`src/rtl/fifo_rd_streamer.sv`:
```
// Read-side master for syncfifo: issues read strobes, absorbs the one-cycle read latency
// in a 2-entry skid buffer and emits a lossless valid/ready stream framed into fixed bursts.
module fifo_rd_streamer #(
    parameter int DATA_W    = 8,
    parameter int BURST_LEN = 4,
    parameter int CNT_W     = 16
) (
    input  logic              clk,
    input  logic              reset,
    input  logic              enable,
    input  logic              fifo_empty,
    input  logic [DATA_W-1:0] fifo_out,
    output logic              fifo_read_en,
    output logic              m_valid,
    input  logic              m_ready,
    output logic [DATA_W-1:0] m_data,
    output logic              m_last,
    output logic [CNT_W-1:0]  burst_count,
    output logic [1:0]        dbg_buf_cnt_o,
    output logic              dbg_inflight_o,
    output logic [7:0]        dbg_beat_o
);

    localparam int BEAT_W = (BURST_LEN > 1) ? $clog2(BURST_LEN) : 1;
    localparam logic [BEAT_W-1:0] LAST_BEAT = BEAT_W'(BURST_LEN - 1);

    logic [DATA_W-1:0] head_q, head_d;
    logic [DATA_W-1:0] tail_q, tail_d;
    logic [1:0]        buf_cnt_q, buf_cnt_d;
    logic              inflight_q;
    logic [BEAT_W-1:0] beat_q, beat_d;
    logic [CNT_W-1:0]  burst_count_q, burst_count_d;

    logic [1:0] occ;
    logic [1:0] occ_after_pop;
    logic       pop;
    logic       push;

    // Stream handshake: a word transfers on every clock where m_valid and m_ready are both
    // high; once m_valid rises it, m_data and m_last stay put until that transfer happens.
    assign m_valid = (buf_cnt_q != 2'd0);
    assign m_data  = head_q;
    assign m_last  = m_valid & (beat_q == LAST_BEAT);
    assign pop     = m_valid & m_ready;
    assign push    = inflight_q;

    // Words already read but not yet handed off: a read is allowed only if its word will
    // still find a free buffer slot when it lands one cycle later.
    assign occ           = buf_cnt_q + {1'b0, inflight_q};
    assign occ_after_pop = occ - {1'b0, pop};
    assign fifo_read_en  = ~reset & enable & ~fifo_empty & (occ_after_pop < 2'd2);

    always_comb begin
        head_d    = head_q;
        tail_d    = tail_q;
        buf_cnt_d = buf_cnt_q;
        case ({push, pop})
            2'b10: begin
                if (buf_cnt_q == 2'd0) begin
                    head_d = fifo_out;
                end else begin
                    tail_d = fifo_out;
                end
                buf_cnt_d = buf_cnt_q + 2'd1;
            end
            2'b01: begin
                head_d    = tail_q;
                buf_cnt_d = buf_cnt_q - 2'd1;
            end
            2'b11: begin
                // Simultaneous capture and hand-off keeps the count; the new word goes behind
                // whatever remains.
                if (buf_cnt_q == 2'd2) begin
                    head_d = tail_q;
                    tail_d = fifo_out;
                end else begin
                    head_d = fifo_out;
                end
            end
            default: begin
            end
        endcase
    end

    always_comb begin
        beat_d        = beat_q;
        burst_count_d = burst_count_q;
        if (pop) begin
            beat_d = (beat_q == LAST_BEAT) ? '0 : beat_q + 1'b1;
            if (m_last) begin
                burst_count_d = burst_count_q + 1'b1;
            end
        end
    end

    always_ff @(posedge clk) begin
        if (reset) begin
            head_q        <= '0;
            tail_q        <= '0;
            buf_cnt_q     <= 2'd0;
            inflight_q    <= 1'b0;
            beat_q        <= '0;
            burst_count_q <= '0;
        end else begin
            head_q        <= head_d;
            tail_q        <= tail_d;
            buf_cnt_q     <= buf_cnt_d;
            inflight_q    <= fifo_read_en;
            beat_q        <= beat_d;
            burst_count_q <= burst_count_d;
        end
    end

    assign burst_count    = burst_count_q;
    assign dbg_buf_cnt_o  = buf_cnt_q;
    assign dbg_inflight_o = inflight_q;
    assign dbg_beat_o     = 8'(beat_q);

endmodule

```
`config.mk`:
```
export PLATFORM = sky130hd
export DESIGN_NAME = fifo_rd_streamer
export DESIGN_NICKNAME = d
export VERILOG_FILES = /design/src/rtl/fifo_rd_streamer.sv
export SDC_FILE = /design/constraint.sdc
export NUM_CORES = 1
export LEC_CHECK = 0
export ABC_AREA = 1
export CORE_ASPECT_RATIO = 0.6
export CORE_MARGIN = 8
export CORE_UTILIZATION = 51
export DETAILED_ROUTE_END_ITERATION = 7
export MAX_ROUTING_LAYER = met4
export PLACE_DENSITY = 0.84
export SLEW_MARGIN = 20
export SYNTH_ARGS = -nofsm -noshare
export SYNTH_HDL_FRONTEND = slang
export SYNTH_SLANG_ARGS = --single-unit
```
`constraint.sdc`:
```
create_clock -name clk -period 4.9 [get_ports clk]
set_input_delay 0.49 -clock clk [delete_from_list [all_inputs] [get_ports clk]]
set_output_delay 0.49 -clock clk [all_outputs]
set_load 0.03 [all_outputs]
```
==> flow_summary.yaml <==
global_route:
  antenna_found_initial: 0
  grt_pass1_wl_mm: 7.38
  track_usage: 0.156
  grt.overflow.total: 0
  grt_max_degree: 33
  grt_pass1_vias: 1563
placed_design:
  numPortBuffers: 44
  gp_congestion: 0.803
  hpwlAfterDp_mm: 3.33
yosys:
  yosysTopAreaCell: "dfxtp_1"
  yosys.area_share.simple: 0.320
  yosys_warnings: 0
  ys_seq_area_frac: 0.396
  synthMuxAreaShare: 0
  syn_inst: 270
  syn-cell-area_um2: 1870
  avgSynthCellArea_um2: 6.93
  synth_top_family_by_area: "simple AND/OR/NAND/NOR gates"
  synth-compound-area-share: 0.111
  synthAdderAreaFrac: 0.0401
  yosys_register_bits: 37
  synth_cell_type_count: 28
  synthTopCellsByArea: "dfxtp_1, nand2_1, nor2_1, inv_1, o21ai_0"
  netlist.area_leader.share: 0.396
  synth_xor_area_frac: 0.0187
routing:
  routedWlPerCell_um: 12.6
  dr.pass1.iters: 4
  drt_first_iter_violations: 71
  drc: 0
  vias: 1790
  final_antenna_net_count: 0
  wl_mm: 4.57
  vias_per_cell: 4.92
worst_setup_path:
  path_buf_inv: 3
  cp_slowest_cell: "clkdlybuf4s50_1"
  r2r_end: "tail_q[2]$_SDFFE_PP0P_"
  cp_max_fo: 5
  r2r_cells: 10
  crit_path_max_incr_delay_ns: 0.71
  crit_family: "buffers and inverters"
  critPathKind: "in2out"
  r2r_start: "dbg_buf_cnt_o[1]$_SDFFE_PP0N_"
  path_cells: "clkdlybuf4s50_1 -> nand2_2 -> inv_1 -> ha_1 -> nor2_1 -> nor2_1 -> nor4_1 -> clkdlybuf4s50_1"
  required_ns: 4.41
  cp-end-kind: "output port"
  critPathArrivalTime_ns: 2.74
  regToRegSetupSlack_ns: 2.59
  startpoint_type: "input port"
clocking:
  postCtsSetupBuffers: 0
  clk_path_buf_depth: 2
  root_buffer: "clkbuf_8"
  holdBufCountCts: 0
  clk-insertion-delay-late_ns: 0.29
  numCtsBuffers: 5
  postCtsResizedCells: 0
  cts_tree: "done"
  clk_pin_slew_ns: 0.08
  cts_max_level: 2
  cts_sinks: 37
sta:
  fin_tns_setup_ns: 0
  tightest_slew_ns: 0.671
  setup_violations: 0
  fmax_mhz: 310
  skew_ns: 0.00676
  hold_slack_ns: 0.483
  rsz0062_at_grt: "false"
  hold_viol_final: 0
  drv_slew: 0
  period_share: 0.658
  fin_crit_ns: 3.23
  maxSlewHeadroom: 0.553
finish:
  fillers: 307
  layout_commonest_cell: "nand2_1"
  diodes: 0
  drive_above_1_share: 0.0694
  multi_input_area_um2: 938
  seqCellArea_um2: 741
  final_cell_mix: "nand2_1, clkdlybuf4s50_1, nor2_1, dfxtp_1, inv_1"
  fin_nets: 335
  syn_to_final_growth_pct: 30.3
die:
  rows: 17
  die_area_um2: 5930
  die_x_um: 94.2
  coreArea_um2: 3590
  ios: 51
  dieHeight_um: 62.9
  initial_core_util: 0.520
job:
  cap_violations: 0
pwr:
  p_leak_nw: 0.980
  p_per_area_nw_per_um2: 322
  ir_drop_mv: 0.247
hold_path:
  hp-class: "reg2reg"
  hold_end: "m_data[6]$_SDFFE_PP0P_"
  min_from: "tail_q[6]$_SDFFE_PP0P_"
  whs_path_depth: 2
run_status:
  status: "finished clean"
## through the flow
stage	setup slack, ns	util	instance area [um^2]	cells	power, W
5_1_grt	1.56	0.678	2440	364	0.000819
3_3_place_gp	1.72	0.645	2320	356	0.000506
2_1_floorplan	1.95	-	1890	275	0.000452
3_5_place_dp	1.69	0.645	2320	356	0.000510
4_1_cts	1.68	0.678	2440	364	0.000789
6_report	1.67	0.678	2440	364	0.000785
## where the power goes
part	switching, W	total (W)	internal [W]	leakage [nW]
Clock	0.000116	0.000282	0.000166	0.0574
Sequential	0.0000134	0.000334	0.000320	0.300
Combinational	0.000105	0.000169	0.0000637	0.623
Total	0.000235	0.000785	0.000550	0.980
## how the worst max path moves through the flow
stage	cells after the start	start	slack, ns	endpoint
2_1_floorplan	8	dbg_buf_cnt_o[1]$_SDFFE_PP0N_	1.95	fifo_read_en
3_3_place_gp	8	m_ready	1.72	fifo_read_en
3_5_place_dp	8	m_ready	1.69	fifo_read_en
4_1_cts	8	m_ready	1.68	fifo_read_en
5_1_grt	8	m_ready	1.56	fifo_read_en
6_report	8	m_ready	1.67	fifo_read_en
## kinds of logic (layout without fill, tap and decap cells)
| family | count (synthesis) | count (layout) |
|---|---|---|
| simple gates | 138 | 138 |
| buf+inv | 46 | 88 |
| compound gates | 38 | 38 |
| flops | 37 | 37 |
| fa+ha+maj | 6 | 6 |
| xor+xnor | 4 | 4 |
| other cells | 1 | 6 |
## routing by layer
metal	track usage	vias up	wire length, um
met5	-	-	0
met4	0.0472	0	57
met3	0.0468	9	329
met2	0.230	59	2030
met1	0.198	794	2150
li1	-	928	-
## cells in the mapped netlist (all sizes together)
library cell / number
xnor2: 3
nor4: 2
a31oi: 8
nand4: 3
and2: 1
inv: 35
clkbuf: 2
nand3b: 1
nand3: 8
nor2: 43
ha: 6
xor2: 1
nand2: 75
a21oi: 13
buf: 9
conb: 1
o21ai: 17
nor3: 5
dfxtp: 37
## flip-flops by register name, summed over array words and instances, names as in the netlist
name,cells
tail_q,8
m_data,8
dbg_buf_cnt_o,2
dbg_inflight_o,1
burst_count,16
beat_q,2
## area by class of cell
type                            instances  area share
Inverter                               35      0.0539
Multi-Input combinational cell        192       0.385
Clock buffer                            6      0.0339
Clock inverter                          2      0.0154
Sequential cell                        37       0.304
Tap cell                               47      0.0241
Timing Repair Buffer                   45       0.184
## worst register-to-register path: cells and delay by family, from the launching register on
| family | cells | cell delay, ns |
|---|---|---|
| simple gates | 6 | 0.65 |
| fa+ha+maj | 1 | 0.28 |
| buf+inv | 2 | 0.25 |
| compound gates | 1 | 0.58 |
| flops | 1 | 0.45 |
(Power assumes the default switching activity.)
